**src/rtl/cp0_pkg.sv**
```systemverilog
// rtl/cp0_pkg.sv - CP0 register numbers, Status/Cause field positions and controller state type
package cp0_pkg;

    localparam logic [4:0] CP0_STATUS = 5'd12;
    localparam logic [4:0] CP0_CAUSE  = 5'd13;
    localparam logic [4:0] CP0_EPC    = 5'd14;

    localparam int STATUS_IE_BIT   = 0;
    localparam int STATUS_MASK_LSB = 8;
    localparam int CAUSE_CODE_LSB  = 2;
    localparam int CAUSE_CODE_W    = 5;
    localparam int CAUSE_PEND_LSB  = 8;

    // Interrupt index width: enough for up to 8 lines.
    localparam int IDX_W = 3;

    typedef enum logic {
        IDLE    = 1'b0,
        HANDLER = 1'b1
    } cp0State_t;

endpackage

```
**src/rtl/cp0_int_ctrl_if.sv**
```systemverilog
// rtl/cp0_int_ctrl_if.sv - pipeline-side and CP0 register port bundle of the interrupt controller
interface cp0_int_ctrl_if #(
    parameter int N_INT = 4,
    parameter int AW    = 32
);

    logic [N_INT-1:0] int_req;
    logic             id_valid;
    logic             stall_id;
    logic             eret_id;
    logic [AW-1:0]    pc_id;
    logic             cp0_we;
    logic [4:0]       cp0_addr;
    logic [31:0]      cp0_wdata;
    logic [31:0]      cp0_rdata;
    logic             redirect;
    logic [AW-1:0]    redirect_pc;
    logic             flush_if;
    logic             flush_id;
    logic [N_INT-1:0] int_ack;
    logic             in_handler;

    modport master (
        output int_req, id_valid, stall_id, eret_id, pc_id,
        output cp0_we, cp0_addr, cp0_wdata,
        input  cp0_rdata, redirect, redirect_pc, flush_if, flush_id, int_ack, in_handler
    );

    modport slave (
        input  int_req, id_valid, stall_id, eret_id, pc_id,
        input  cp0_we, cp0_addr, cp0_wdata,
        output cp0_rdata, redirect, redirect_pc, flush_if, flush_id, int_ack, in_handler
    );

endinterface

```
**src/rtl/cp0_int_ctrl_edge_latch.sv**
```systemverilog
// rtl/cp0_int_ctrl_edge_latch.sv - rising-edge detect and pending latch for interrupt lines
module int_edge_latch #(
    parameter int N_INT = 4
) (
    input  logic             clk,
    input  logic             reset,
    input  logic [N_INT-1:0] intReq,
    input  logic [N_INT-1:0] clrMask,
    output logic [N_INT-1:0] pend
);

    logic [N_INT-1:0] prevReq;
    logic [N_INT-1:0] rise;

    assign rise = intReq & ~prevReq;

    // A new edge beats a clear arriving in the same cycle, so no request is lost.
    always_ff @(posedge clk or posedge reset) begin
        if (reset) begin
            prevReq <= '0;
            pend    <= '0;
        end else begin
            prevReq <= intReq;
            pend    <= (pend & ~clrMask) | rise;
        end
    end

endmodule

```
**src/rtl/cp0_int_ctrl.sv**
```systemverilog
// rtl/cp0_int_ctrl.sv - CP0 interrupt arbitration, take/eret redirect and Status/Cause/EPC registers
module cp0_int_ctrl
    import cp0_pkg::*;
#(
    parameter int          N_INT        = 4,
    parameter int          AW           = 32,
    parameter logic [31:0] HANDLER_BASE = 32'h0000_0040,
    parameter bit          VECTORED     = 1'b0,
    parameter logic [31:0] VEC_STRIDE   = 32'h10
) (
    input  logic          clk,
    input  logic          reset,
    cp0_int_ctrl_if.slave bus
);

    cp0State_t                state;
    cp0State_t                stateNext;
    logic [N_INT-1:0]         statusMask;
    logic                     statusIe;
    logic [CAUSE_CODE_W-1:0]  causeCode;
    logic [AW-1:0]            epc;
    logic [N_INT-1:0]         pend;

    logic [N_INT-1:0]         active;
    logic [IDX_W-1:0]         takeIdx;
    logic                     take;
    logic                     eretFire;
    logic [N_INT-1:0]         ackOh;
    logic [N_INT-1:0]         swClr;
    logic [AW-1:0]            handlerPc;
    logic                     redirect;
    logic [AW-1:0]            redirectPc;
    logic                     flush;
    logic                     wrStatus;
    logic                     wrCause;
    logic                     wrEpc;
    logic [31:0]              rdata;

    assign wrStatus = bus.cp0_we && (bus.cp0_addr == CP0_STATUS);
    assign wrCause  = bus.cp0_we && (bus.cp0_addr == CP0_CAUSE);
    assign wrEpc    = bus.cp0_we && (bus.cp0_addr == CP0_EPC);

    // Software can only clear pending bits: a 0 written to a pend bit clears it.
    assign swClr = wrCause ? ~bus.cp0_wdata[CAUSE_PEND_LSB +: N_INT] : '0;

    int_edge_latch #(
        .N_INT (N_INT)
    ) u_edge_latch (
        .clk     (clk),
        .reset   (reset),
        .intReq  (bus.int_req),
        .clrMask (swClr | ackOh),
        .pend    (pend)
    );

    assign active = pend & statusMask;

    always_comb begin
        takeIdx = '0;
        for (int i = N_INT - 1; i >= 0; i--) begin
            if (active[i]) begin
                takeIdx = IDX_W'(i);
            end
        end
    end

    assign take = (state == IDLE) && statusIe && (|active) && bus.id_valid
                  && !bus.stall_id && !bus.eret_id;
    assign eretFire = (state == HANDLER) && bus.eret_id && bus.id_valid && !bus.stall_id;

    assign ackOh = take ? (N_INT'(1) << takeIdx) : '0;

    generate
        if (VECTORED) begin : g_vectored
            assign handlerPc = AW'(HANDLER_BASE) + (AW'(takeIdx) * AW'(VEC_STRIDE));
        end else begin : g_single
            assign handlerPc = AW'(HANDLER_BASE);
        end
    endgenerate

    always_ff @(posedge clk or posedge reset) begin
        if (reset) begin
            state <= IDLE;
        end else begin
            state <= stateNext;
        end
    end

    always_comb begin
        stateNext  = state;
        redirect   = 1'b0;
        redirectPc = '0;
        flush      = 1'b0;
        case (state)
            IDLE: begin
                if (take) begin
                    redirect   = 1'b1;
                    redirectPc = handlerPc;
                    flush      = 1'b1;
                    stateNext  = HANDLER;
                end
            end
            HANDLER: begin
                if (eretFire) begin
                    redirect   = 1'b1;
                    redirectPc = epc;
                    flush      = 1'b1;
                    stateNext  = IDLE;
                end
            end
            default: stateNext = IDLE;
        endcase
    end

    // Hardware take/eret is written last so it wins over an mtc0 in the same cycle.
    always_ff @(posedge clk or posedge reset) begin
        if (reset) begin
            statusMask <= '0;
            statusIe   <= 1'b0;
            causeCode  <= '0;
            epc        <= '0;
        end else begin
            if (wrStatus) begin
                statusMask <= bus.cp0_wdata[STATUS_MASK_LSB +: N_INT];
                statusIe   <= bus.cp0_wdata[STATUS_IE_BIT];
            end
            if (wrEpc) begin
                epc <= AW'(bus.cp0_wdata);
            end
            if (take) begin
                epc       <= bus.pc_id;
                statusIe  <= 1'b0;
                causeCode <= CAUSE_CODE_W'(takeIdx);
            end else if (eretFire) begin
                statusIe <= 1'b1;
            end
        end
    end

    always_comb begin
        rdata = '0;
        case (bus.cp0_addr)
            CP0_STATUS: begin
                rdata[STATUS_MASK_LSB +: N_INT] = statusMask;
                rdata[STATUS_IE_BIT]            = statusIe;
            end
            CP0_CAUSE: begin
                rdata[CAUSE_PEND_LSB +: N_INT]        = pend;
                rdata[CAUSE_CODE_LSB +: CAUSE_CODE_W] = causeCode;
            end
            CP0_EPC:  rdata = 32'(epc);
            default:  rdata = '0;
        endcase
    end

    assign bus.cp0_rdata   = rdata;
    assign bus.redirect    = redirect;
    assign bus.redirect_pc = redirectPc;
    assign bus.flush_if    = flush;
    assign bus.flush_id    = flush;
    assign bus.int_ack     = ackOh;
    assign bus.in_handler  = (state == HANDLER);

endmodule

```
**src/flat_wrapper.sv**
```systemverilog
// flat-port wrapper written by rule: the top's interface ports become plain ports
module cp0_int_ctrl_flat import cp0_pkg::*;
#(
    parameter int          N_INT        = 4,
    parameter int          AW           = 32,
    parameter logic [31:0] HANDLER_BASE = 32'h0000_0040,
    parameter bit          VECTORED     = 1'b0,
    parameter logic [31:0] VEC_STRIDE   = 32'h10
)
  (clk, reset, bus_int_req, bus_id_valid, bus_stall_id, bus_eret_id, bus_pc_id, bus_cp0_we, bus_cp0_addr, bus_cp0_wdata, bus_cp0_rdata, bus_redirect, bus_redirect_pc, bus_flush_if, bus_flush_id, bus_int_ack, bus_in_handler);
  cp0_int_ctrl_if #(.N_INT(N_INT), .AW(AW)) bus_i ();
  input  logic clk;
  input  logic reset;
  input wire logic [$bits(bus_i.int_req)-1:0] bus_int_req;
  input wire logic [$bits(bus_i.id_valid)-1:0] bus_id_valid;
  input wire logic [$bits(bus_i.stall_id)-1:0] bus_stall_id;
  input wire logic [$bits(bus_i.eret_id)-1:0] bus_eret_id;
  input wire logic [$bits(bus_i.pc_id)-1:0] bus_pc_id;
  input wire logic [$bits(bus_i.cp0_we)-1:0] bus_cp0_we;
  input wire logic [$bits(bus_i.cp0_addr)-1:0] bus_cp0_addr;
  input wire logic [$bits(bus_i.cp0_wdata)-1:0] bus_cp0_wdata;
  output wire logic [$bits(bus_i.cp0_rdata)-1:0] bus_cp0_rdata;
  output wire logic [$bits(bus_i.redirect)-1:0] bus_redirect;
  output wire logic [$bits(bus_i.redirect_pc)-1:0] bus_redirect_pc;
  output wire logic [$bits(bus_i.flush_if)-1:0] bus_flush_if;
  output wire logic [$bits(bus_i.flush_id)-1:0] bus_flush_id;
  output wire logic [$bits(bus_i.int_ack)-1:0] bus_int_ack;
  output wire logic [$bits(bus_i.in_handler)-1:0] bus_in_handler;
  assign bus_i.int_req = bus_int_req;
  assign bus_i.id_valid = bus_id_valid;
  assign bus_i.stall_id = bus_stall_id;
  assign bus_i.eret_id = bus_eret_id;
  assign bus_i.pc_id = bus_pc_id;
  assign bus_i.cp0_we = bus_cp0_we;
  assign bus_i.cp0_addr = bus_cp0_addr;
  assign bus_i.cp0_wdata = bus_cp0_wdata;
  assign bus_cp0_rdata = bus_i.cp0_rdata;
  assign bus_redirect = bus_i.redirect;
  assign bus_redirect_pc = bus_i.redirect_pc;
  assign bus_flush_if = bus_i.flush_if;
  assign bus_flush_id = bus_i.flush_id;
  assign bus_int_ack = bus_i.int_ack;
  assign bus_in_handler = bus_i.in_handler;
  cp0_int_ctrl #(.N_INT(N_INT), .AW(AW), .HANDLER_BASE(HANDLER_BASE), .VECTORED(VECTORED), .VEC_STRIDE(VEC_STRIDE)) u_core (.clk(clk), .reset(reset), .bus(bus_i));
endmodule
```
**config.mk**
```make
export PLATFORM = sky130hd
export DESIGN_NAME = cp0_int_ctrl_flat
export DESIGN_NICKNAME = d
export VERILOG_FILES = /design/src/rtl/cp0_pkg.sv /design/src/rtl/cp0_int_ctrl_if.sv /design/src/rtl/cp0_int_ctrl_edge_latch.sv /design/src/rtl/cp0_int_ctrl.sv /design/src/flat_wrapper.sv
export SDC_FILE = /design/constraint.sdc
export NUM_CORES = 1
export LEC_CHECK = 0
export BUFFER_PORTS_ARGS = -buffer_cell sky130_fd_sc_hd__buf_4
export CORE_MARGIN = 10
export CORE_UTILIZATION = 45
export DETAILED_ROUTE_END_ITERATION = 12
export PLACE_DENSITY = 0.77
export SLEW_MARGIN = 30
export SYNTH_ARGS = -nofsm -noshare
export SYNTH_HDL_FRONTEND = slang
export SYNTH_SLANG_ARGS = --single-unit
```
**constraint.sdc**
```tcl
create_clock -name clk -period 3.5 [get_ports clk]
set_input_delay 0.875 -clock clk [delete_from_list [all_inputs] [get_ports clk]]
set_output_delay 0.875 -clock clk [all_outputs]
set_load 0.02 [all_outputs]
```
# ---- Yosys cells after proc, flatten, opt, wreduce, memory -nomap -nowiden
# Index checks and enable logic that the tools add are counted.
dict set report totals {
  ff_bits 49
  in_bits 79
}
dict set report classes {
  eq_ne 3
  shift 1
  muxes 25
  bitwise 9
  reduce_logical 16
}
# cell n
set op_table {}
lappend op_table {{$mux W32} 3}
lappend op_table {{$pmux W32 S2} 1}
lappend op_table {{$mux W20} 1}
lappend op_table {{$eq A5 B4 Y1 const B} 3}
lappend op_table {{$and A4 B4 Y4} 3}
lappend op_table {{$not A4 Y4} 3}
lappend op_table {{$pmux W4 S3} 1}
lappend op_table {{$logic_and A1 B1 Y1} 11}
lappend op_table {{$pmux W5 S2} 1}
lappend op_table {{$mux W3} 3}
lappend op_table {{$mux W1} 8}
lappend op_table {{$mux W4} 2}
lappend op_table {{$or A4 B4 Y4} 2}
lappend op_table {{$mux W7} 1}
lappend op_table {{$pmux W1 S2} 3}
lappend op_table {{$reduce_or A4 Y1} 1}
lappend op_table {{$shl A1 B3 Y4 const A} 1}
lappend op_table {{$reduce_bool A3 Y1} 1}
lappend op_table {{$logic_not A1 Y1} 2}
lappend op_table {{$mux W2} 1}
lappend op_table {{$reduce_bool A2 Y1} 1}
lappend op_table {{$not A1 Y1} 1}

# ---- Depth between registers and ports, before layout
# Gate-level depths: netlist of run 1.
dict set report logic_depth {
  ltp_word 11
  depth_mapped 6
  depth_no_buf 4
}

# ---- Hierarchy
# A second synthesis of run 1 with hierarchy kept.
dict set report hier_totals {
  cells_unflattened 296
  hier_area_um2 2810.2
}
# module n_inst cells_each area_per_inst_um2
set modules_own_cells {}
lappend modules_own_cells {cp0_int_ctrl 1 275 2526.2}
lappend modules_own_cells {int_edge_latch 1 21 284.0}

# ---- Least setup slack after synthesis of run 1
# OpenSTA, ideal clock, no wires.
dict set report synth_path {
  kind {input-to-output}
  from {in bus_stall_id}
  to {out bus_flush_if}
  arrival_time_ns 1.952
  t_required_ns 2.625
  path_slack_ns 0.673
  cell_stages 6
  cell_sequence {nand4bb_1 a211o_1 buf_6 buf_2 nand2_1 buf_4}
}
dict set report synth_via {
  elab_chain_cells 5
  word_cells_on_any_way 7
  classes_between {mux (3); reduce/logical (4)}
}
# item line_no
set synth_rtl {}
lappend synth_rtl {{start, declared} flat_wrapper.sv:16} ;# input wire logic [$bits(bus_i.stall_id)-1:0] bus_stall_id;
lappend synth_rtl {{$logic_not A1 Y1 *} {cp0_int_ctrl.sv:68, cp0_int_ctrl.sv:69}}
lappend synth_rtl {{$logic_and A1 B1 Y1 (2 in a row)} cp0_int_ctrl.sv:68} ;# && !bus.stall_id && !bus.eret_id;
lappend synth_rtl {{$mux W1} cp0_int_ctrl.sv:96} ;# if (take) begin
lappend synth_rtl {{$pmux W1 S2 *} cp0_int_ctrl.sv:94} ;# case (state)
lappend synth_rtl {{end, declared} flat_wrapper.sv:25} ;# output wire logic [$bits(bus_i.flush_if)-1:0] bus_flush_if;
# Every way passes the cells marked *; elsewhere a longest branch is shown, timed or not.

# ---- Worst setup path after layout of run 1
dict set report layout_path {
  from {in bus_stall_id}
  to {out bus_int_ack[2]}
}
dict set report layout_via {
  elab_chain_cells 4
}
# item line_no
set layout_rtl {}
lappend layout_rtl {{$logic_not A1 Y1} cp0_int_ctrl.sv:68}
lappend layout_rtl {{$logic_and A1 B1 Y1 (2 in a row)} cp0_int_ctrl.sv:68}
lappend layout_rtl {{$mux W4} cp0_int_ctrl.sv:71} ;# assign ackOh = take ? (N_INT'(1) << takeIdx) : '0;
lappend layout_rtl {{end, declared} flat_wrapper.sv:27} ;# output wire logic [$bits(bus_i.int_ack)-1:0] bus_int_ack;
# No other way between the ends.

==> impl_metrics.toml, run 1 <==
[drt]
finalWirelength_microns = 9020
drt-wirelength-per-cell_microns = 17.8
drc = 0
dr.pass1.iters = 4
ant_nets = 0
via_per_inst = 5.10
vias = 2584
drtIter0Drc = 92

[place]
hpwlAfterDp_microns = 6980
place_congestion = 0.851
portBuffers = 150

[cells_and_area]
utilization = 0.681
syn_to_final_growth_pct = 46.3
final_layout_size_suffix_gt1_frac = 0.410
layout.nets = 510
nFillCells = 506
num_antenna_cells = 0

[timing]
setup_violations = 0
period_minus_slack_ps = 3020
fin_crit_sh = 0.863
finalClockSkew_ps = 10.3
setup_tns_ps = 0
max_freq_mhz = 331
worst_pin_slew_ps = 597
relSlewSlack = 0.602
drv_slew = 0
rsz0062_at_grt = "no"
hold_violations = 0

[clock_network]
cts_resized = 0
cts_buffers = 5
cts_tree = "yes"
clk_pin_slew_ps = 80
postCtsSetupRepairBufs = 0
cts-root-buf = "clkbuf_8"
clockBufferDepth = 2
ctsHoldBuffers = 0
h-tree-depth = 2
clock_latency_ps = 310
cts.sinks = 48

[global_route]
grt_pass1_vias = 2685
grt_max_degree = 55
grt_remaining_overflow = 0
track_usage = 0.178
antenna_found_initial = 0
grt_pass1_wl_microns = 14300

[pwr]
power_mw = 1.99
clock_power_share = 0.222
p_sw_mw = 0.649
p_per_area_nw_per_um2 = 491
switching_share = 0.326
share_seq_of_total_power = 0.478
p_comb_frac = 0.300
leakage_nw = 1.98
vdd.ir_drop.worst_mv = 0.234
internal_power_mw = 1.34

[die]
coreArea_sq_um = 5960
initial_utilization = 0.466
die_area_sq_um = 9700
core.rowCount = 28
ios = 151
die_h_microns = 98.5
dieWidth_microns = 98.5

[logic_synthesis]
async_flop_share = 1.00
ys_types = 36
syn-num-nets = 370
syn_area_sq_um = 2770
avgSynthCellArea_sq_um = 9.53
yosys_warnings = 0
synth_ff_type = "dfrtp_1"
synth-edff-count = 0
postSynthCellCount = 291
synth_seq_area_share = 0.433
synth_seq_cells = 48

[flow_run]
cap_violations = 0

[critical_path]
required_ps = 2620
worstSetupEndpointType = "output pin"
critPathMaxFanout = 8
worstSetupPathType = "in2out"
cp-start-kind = "input port"
worstPathArrival_ps = 2150

[run_status]
status = "completed"

[worst_hold_path]
hp-class = "reg2reg"
-- critical path, cell delays in order --
cell and delay (ps):
buf_4 110, nand4bb_1 190, or2_1 370, nor4b_4 390, buf_4 200
-- per-stage QoR --
| stage | hold slack [ps] | worst slack, ps | std cells | instance area [sq um] |
|---|---|---|---|---|
| 2_1_floorplan | 400 | 673 | 291 | 2770 |
| 3_3_place_gp | 404 | 338 | 499 | 3930 |
| 3_5_place_dp | 417 | 226 | 499 | 3930 |
| 4_1_cts | 430 | 243 | 507 | 4060 |
| 5_1_grt | 450 | 414 | 507 | 4060 |
| 6_report | 429 | 480 | 507 | 4060 |
-- cell usage in the layout, fill, tap and decap left out, types with 2 or more instances in the layout --
master,netlist,layout
dfrtp_1,48,48
o221ai_1,2,2
clkbuf_8,0,7
nor2_1,36,36
mux2i_1,37,37
a32o_1,2,2
nand3_1,3,3
o22ai_1,2,2
nand3b_1,3,3
and2_1,56,56
o21ai_0,8,8
mux2_2,4,4
a21oi_1,32,32
nand2_1,13,13
inv_1,5,4
buf_4,5,153
-- Yosys cell counts (2+ instances only) --
cell type	count	area, sq um
a32o_1	2	20.0
buf_2	7	35.0
o22ai_1	2	12.5
buf_6	2	22.5
nand3b_1	3	22.5
mux2i_1	37	370
buf_4	5	37.5
o21ai_0	8	40.0
mux2_2	4	45.0
a21oi_1	32	160
nor2_1	36	135
nand2_1	13	48.8
and2_1	56	350
nor3b_2	2	25.0
clkbuf_1	7	26.3
nand3_1	3	15.0
inv_1	5	18.8
dfrtp_1	48	1200
o221ai_1	2	17.5
-- final timing paths --
kind / startpoint / end / slack, ps / cells after the start
worst max-delay path: bus_stall_id / bus_int_ack[2] / 480 / 5
worst min-delay path: u_core.u_edge_latch.prevReq[0] / u_core.u_edge_latch.pend[0] / 430 / 1
worst max register to register: u_core.statusMask[2] / u_core.causeCode[0] / 1470 / 5
worst min register to register: u_core.u_edge_latch.prevReq[0] / u_core.u_edge_latch.pend[0] / 430 / 1
max in group asynchronous: reset / u_core.u_edge_latch.pend[1] / 2450 / 2
min in group asynchronous: reset / u_core.epc[14] / 640 / 2
-- layer usage --
layer,share of wire,vias to the layer above,wire [microns],GRT usage
met2,0.52,82,4670,0.312
met3,0.075,8,675,0.0622
li1,-,1268,-,-
met4,0.012,0,111,0.0419
met1,0.40,1226,3570,0.202
met5,0,-,0,0
-- state kept, by name, summed over array words and instances, names as in the netlist --
register                     flops
u_core.statusIe                  1
u_core.causeCode                 2
u_core.bus.in_handler            1
u_core.u_edge_latch.prevReq      4
u_core.epc                      32
u_core.statusMask                4
u_core.u_edge_latch.pend         4
-- final cells by class --
class | count | area [sq um] | share of cell area
tap | 75 | 93.8 | 0.0231
inverter | 5 | 21.3 | 0.00524
clock buffer | 7 | 96.3 | 0.0237
sequential | 48 | 1200 | 0.296
multi-input combinational | 217 | 1450 | 0.356
timing repair buffer | 154 | 1170 | 0.288
clock inverter | 1 | 30.0 | 0.00740
-- cells by family after synthesis --
kind of cell / synth area share
compound gates: 0.115
buf+inv: 0.0505
flops: 0.433
mux: 0.150
simple gates: 0.251
-- power by group through the flow --
stage | Clock, mW | Sequential (mW) | Combinational (mW)
global placement | 0 | 0.947 | 0.578
CTS | 0.445 | 0.952 | 0.606
global route | 0.471 | 0.988 | 0.665
detailed placement | 0 | 0.961 | 0.605
floorplan | 0 | 0.904 | 0.406
finish | 0.443 | 0.951 | 0.597
Power figures use the tool's default switching activity.
==> run 2, diff against run 1 <==
clock period = 3.25 ns   (was 3.5 ns; I/O delays follow)
==> run 2 against run 1 <==
Routed wire length decreased by 1.4%; worst hold slack got worse by 8.6 ps; cell count unchanged; sequential power increased by 8%; critical path type unchanged; critical endpoint unchanged; largest power group unchanged.
==> impl_metrics.toml, run 2 (synthesis results as in run 1) <==
[clock_network]
clockBufferDepth = 2
clock_latency_ps = 310
cts-root-buf = "clkbuf_8"
cts_buffers = 5
postCtsSetupRepairBufs = 0
h-tree-depth = 2
clk_pin_slew_ps = 80
cts.sinks = 48
cts_tree = "yes"
cts_resized = 0
ctsHoldBuffers = 0

[critical_path]
r2r-start = "u_core.statusMask[2]"
worstPathArrival_ps = 2080
worstSetupPathType = "in2out"
crit_slowest_cell = "or2_1"
cp-startpoint = "bus_stall_id"
crit_path_end = "bus_int_ack[2]"
critPathMaxFanout = 8
crit_chain = "buf_4 -> nand4bb_1 -> or2_1 -> nor4b_4 -> buf_4"
cp-start-kind = "input port"
critPathMaxStageDelay_ps = 380
critPathTopFamily = "simple AND/OR/NAND/NOR gates"
r2r_cells = 5
worstSetupEndpointType = "output pin"
cp_num_cells = 5
required_ps = 2440
path_buf_inv = 2
critPathMostFrequentCell = "buf_4"
reg2reg_slack_ps = 1240
rr_endpoint = "u_core.causeCode[0]"

[place]
place_congestion = 0.851
portBuffers = 150
hpwlAfterDp_microns = 6930

[timing]
hold_violations = 0
setup_violations = 0
finalClockSkew_ps = 9.01
rsz0062_at_grt = "no"
setup_tns_ps = 0
drv_slew = 0
period_minus_slack_ps = 2890
max_freq_mhz = 346
worst_pin_slew_ps = 600
hold_slack_ps = 420
relSlewSlack = 0.600
fin_crit_sh = 0.889

[drt]
dr.pass1.iters = 4
drtIter0Drc = 80
drc = 0
via_per_inst = 5.10
vias = 2587
ant_nets = 0
finalWirelength_microns = 8900
drt-wirelength-per-cell_microns = 17.6

[cells_and_area]
layout_common_cells = "153 x buf_4, 56 x and2_1, 48 x dfrtp_1"
syn_to_final_growth_pct = 46.3
mostFrequentLayoutCell = "buf_4"
final_layout_size_suffix_gt1_frac = 0.410
largest_reg_flops = 32
num_antenna_cells = 0
top_register = "u_core.epc"
layout.nets = 510

[die]
dieWidth_microns = 98.5
die_area_sq_um = 9700
ios = 151
die_h_microns = 98.5
coreArea_sq_um = 5960
initial_utilization = 0.466
core.rowCount = 28

[pwr]
p_comb_frac = 0.298
internal_power_mw = 1.45
share_seq_of_total_power = 0.481
vdd.ir_drop.worst_mv = 0.262
leakage_nw = 1.98
p_per_area_nw_per_um2 = 527
switching_share = 0.324
p_sw_mw = 0.694
clock_power_share = 0.222

[global_route]
antenna_found_initial = 0
track_usage = 0.178
grt_max_degree = 55
grt_pass1_wl_microns = 14200
grt_remaining_overflow = 0
grt_pass1_vias = 2708

[worst_hold_path]
hold_depth = 1
hp-class = "reg2reg"

[flow_run]
cap_violations = 0

[run_status]
status = "completed"
[run 2: cell counts in the layout (fill, tap and decap cells not counted)]
No cell type changed its count.
[run 2: layer usage]
layer | up-vias | track usage | share of wire
met5 | - | 0 | 0
met4 | 0 | 0.0540 | 0.018
met3 | 13 | 0.0642 | 0.083
met2 | 87 | 0.310 | 0.51
met1 | 1221 | 0.198 | 0.39
li1 | 1266 | - | -
[run 2: power by group through the flow]
stage                     logic (mW)  clock network [mW]  registers, mW
after global placement         0.622                   0           1.02
after global routing           0.710               0.510           1.07
after CTS                      0.646               0.480           1.03
after detailed placement       0.647                   0           1.04
after floorplan                0.437                   0          0.974
final                          0.637               0.474           1.03
[run 2: final cells by class]
type	instances	area, sq um
repair buffers	154	1170
clock inverters	1	30.0
fillers	492	1900
clock buffers	7	96.3
flip-flops and latches	48	1200
inverters	5	21.3
well taps	75	93.8
multi-input cells	217	1450
[run 2: worst min-delay path by stage]
stage                                        start                     endpoint
finish              u_core.u_edge_latch.prevReq[0]  u_core.u_edge_latch.pend[0]
CTS                 u_core.u_edge_latch.prevReq[0]  u_core.u_edge_latch.pend[0]
floorplan           u_core.u_edge_latch.prevReq[0]  u_core.u_edge_latch.pend[0]
global placement    u_core.u_edge_latch.prevReq[1]  u_core.u_edge_latch.pend[1]
global route        u_core.u_edge_latch.prevReq[1]  u_core.u_edge_latch.pend[1]
detailed placement  u_core.u_edge_latch.prevReq[0]  u_core.u_edge_latch.pend[0]
[run 2: stage by stage]
| step | area (sq um) | instances | worst slack [ps] | utilization | power, mW |
|---|---|---|---|---|---|
| final | 4060 | 507 | 361 | 0.681 | 2.14 |
| after CTS | 4060 | 507 | 134 | 0.681 | 2.15 |
| after global routing | 4060 | 507 | 295 | 0.681 | 2.29 |
| after floorplan | 2770 | 291 | 548 | - | 1.41 |
| after global placement | 3930 | 499 | 213 | 0.659 | 1.64 |
| after detailed placement | 3930 | 499 | 145 | 0.660 | 1.68 |
[run 2: worst register-to-register path, stage by stage, from the launching register on]
cell	delay, ps
dfrtp_1	430
a22oi_2	320
a211o_2	370
buf_4	520
nor3b_2	110
a21o_1	160
==> run 3, diff against run 2 <==
GPL_TIMING_DRIVEN = 0   (was default)
SLEW_MARGIN = 15   (was 30)
==> run 3 against run 2 <==
Power up 0.36%; clock-buffer cell count is 2 lower; register-to-register slack improved by 310 ps; die area unchanged; clock skew increased by 1.5 ps; core utilization grew 1.3 points; non-clock buffer count up 18; first-iteration DRC count rose by 43%; via count up 4.5%; combinational power grew 5.3%; worst hold slack gained 10 ps; flip-flop and latch count is the same.
==> impl_metrics.toml, run 3 (synthesis results as in run 1) <==
[run_status]
status = "completed"

[critical_path]
critPathMaxFanout = 10
critPathMostFrequentCell = "buf_4"
required_ps = 2440
worstPathArrival_ps = 2310
reg2reg_slack_ps = 1550
cp-start-kind = "input port"
worstSetupPathType = "in2out"
worstSetupEndpointType = "output pin"
crit_slowest_cell = "nor3b_4"
critPathMaxStageDelay_ps = 350
crit_chain = "buf_4 -> nand3b_1 -> nor3b_4 -> clkbuf_2 -> nand2_1 -> o21ai_0 -> buf_4"

[clock_network]
clockBufferDepth = 2
postCtsSetupRepairBufs = 0
ctsHoldBuffers = 0
clk_pin_slew_ps = 100
clock_latency_ps = 310
cts.sinks = 48
h-tree-depth = 2
cts_buffers = 5
cts-root-buf = "clkbuf_8"
cts_tree = "yes"

[timing]
hold_violations = 0
fin_crit_sh = 0.960
max_freq_mhz = 321
drv_slew = 0
setup_tns_ps = 0
period_minus_slack_ps = 3120
worst_pin_slew_ps = 459
finalClockSkew_ps = 10.6
rsz0062_at_grt = "no"
setup_violations = 0
relSlewSlack = 0.694
setup_ws_ps = 131

[drt]
wl_met2_microns = 5070
drt-met1-wl_microns = 3740
dr_wl_met3_microns = 698
drtIter0Drc = 114
ant_nets = 0
dr.pass1.iters = 4
via_per_inst = 5.15
vias = 2704
top_layer = "met4"
drc = 0
drt-wirelength-per-cell_microns = 18.4
finalWirelength_microns = 9660

[die]
initial_utilization = 0.466
core.rowCount = 28
coreArea_sq_um = 5960
die_area_sq_um = 9700
die_h_microns = 98.5
ios = 151
dieWidth_microns = 98.5

[worst_hold_path]
hp-class = "reg2reg"

[global_route]
grt_pass1_vias = 2825
grt_remaining_overflow = 0
track_usage = 0.189
grt_max_degree = 35
grt_pass1_wl_microns = 15000
antenna_found_initial = 0

[place]
dp_slack_ps = -33.1
hpwlAfterDp_microns = 7750
portBuffers = 150
place_congestion = 0.814
place_area_sq_um = 4010

[cells_and_area]
final_layout_size_suffix_gt1_frac = 0.418
mostFrequentLayoutCell = "buf_4"
layout_common_cells = "155 x buf_4, 56 x and2_1, 48 x dfrtp_1"
stdcell_area_sq_um = 4140
ff_latch_area_sq_um = 1200
largest_reg_flops = 32
utilization = 0.695
num_antenna_cells = 0
layout.nets = 528
nFillCells = 490
top_register = "u_core.epc"
syn_to_final_growth_pct = 49.2
multi_input_area_sq_um = 1440

[pwr]
p_sw_mw = 0.728
vdd.ir_drop.worst_mv = 0.308
internal_power_mw = 1.42
leakage_nw = 2.02
p_comb_frac = 0.312
clock_power_share = 0.212
share_seq_of_total_power = 0.476
switching_share = 0.339
p_per_area_nw_per_um2 = 519

[flow_run]
cap_violations = 0
run 3: changes by cell type in the layout (fill, tap and decap cells not counted), sizes merged:
cell      change
buf          +11
clkbuf        +5
clkinvlp      +1
inv           +1
run 3: repair_timing:
action | CTS | global route
resized for setup | 1 | 3
setup endpoints to repair | 4 | 11
hold endpoints to repair | 0 | 0
run 3: critical path: cells and delay by family:
kind	cells	cell delay, ps
AO/OA/AOI/OAI	1	130
buffers and inverters	3	660
AND/OR/NAND/NOR	3	700
run 3: final timing paths:
| check | from | to | cells after the start |
|---|---|---|---|
| min reg2reg | u_core.u_edge_latch.prevReq[1] | u_core.u_edge_latch.pend[1] | 1 |
| min | u_core.u_edge_latch.prevReq[1] | u_core.u_edge_latch.pend[1] | 1 |
| max in group asynchronous | reset | u_core.epc[18] | 3 |
| max reg2reg | u_core.u_edge_latch.pend[1] | u_core.epc[21] | 5 |
| min in group asynchronous | reset | u_core.u_edge_latch.prevReq[3] | 2 |
| max | bus_cp0_addr[4] | bus_cp0_rdata[10] | 7 |
run 3: stage by stage:
| step | power, mW | cells | hold WS [ps] |
|---|---|---|---|
| final | 2.15 | 525 | 430 |
| after global routing | 2.28 | 525 | 440 |
| after floorplan | 1.41 | 291 | 400 |
| after CTS | 2.15 | 525 | 432 |
| after global placement | 1.65 | 516 | 406 |
| after detailed placement | 1.71 | 517 | 419 |
run 3: power groups by stage:
stage	Clock, mW	Sequential [mW]	Combinational (mW)
6_report	0.455	1.02	0.671
3_3_place_gp	0	1.01	0.643
3_5_place_dp	0	1.03	0.677
2_1_floorplan	0	0.974	0.437
4_1_cts	0.456	1.02	0.678
5_1_grt	0.480	1.06	0.742
run 3: cell type report:
| class | count | area share |
|---|---|---|
| repair buffers | 151 | 0.277 |
| clock buffers | 5 | 0.0166 |
| multi-input cells | 217 | 0.348 |
| clock inverters | 3 | 0.0112 |
| inverters | 5 | 0.00454 |
| flip-flops and latches | 48 | 0.290 |
| well taps | 75 | 0.0227 |
| plain buffers | 21 | 0.0299 |
run 3: layer usage:
layer / up-vias / global-route usage
met3: 11 / 0.0615
met2: 96 / 0.337
met5: - / 0
li1: 1304 / -
met1: 1293 / 0.208
met4: 0 / 0.0584
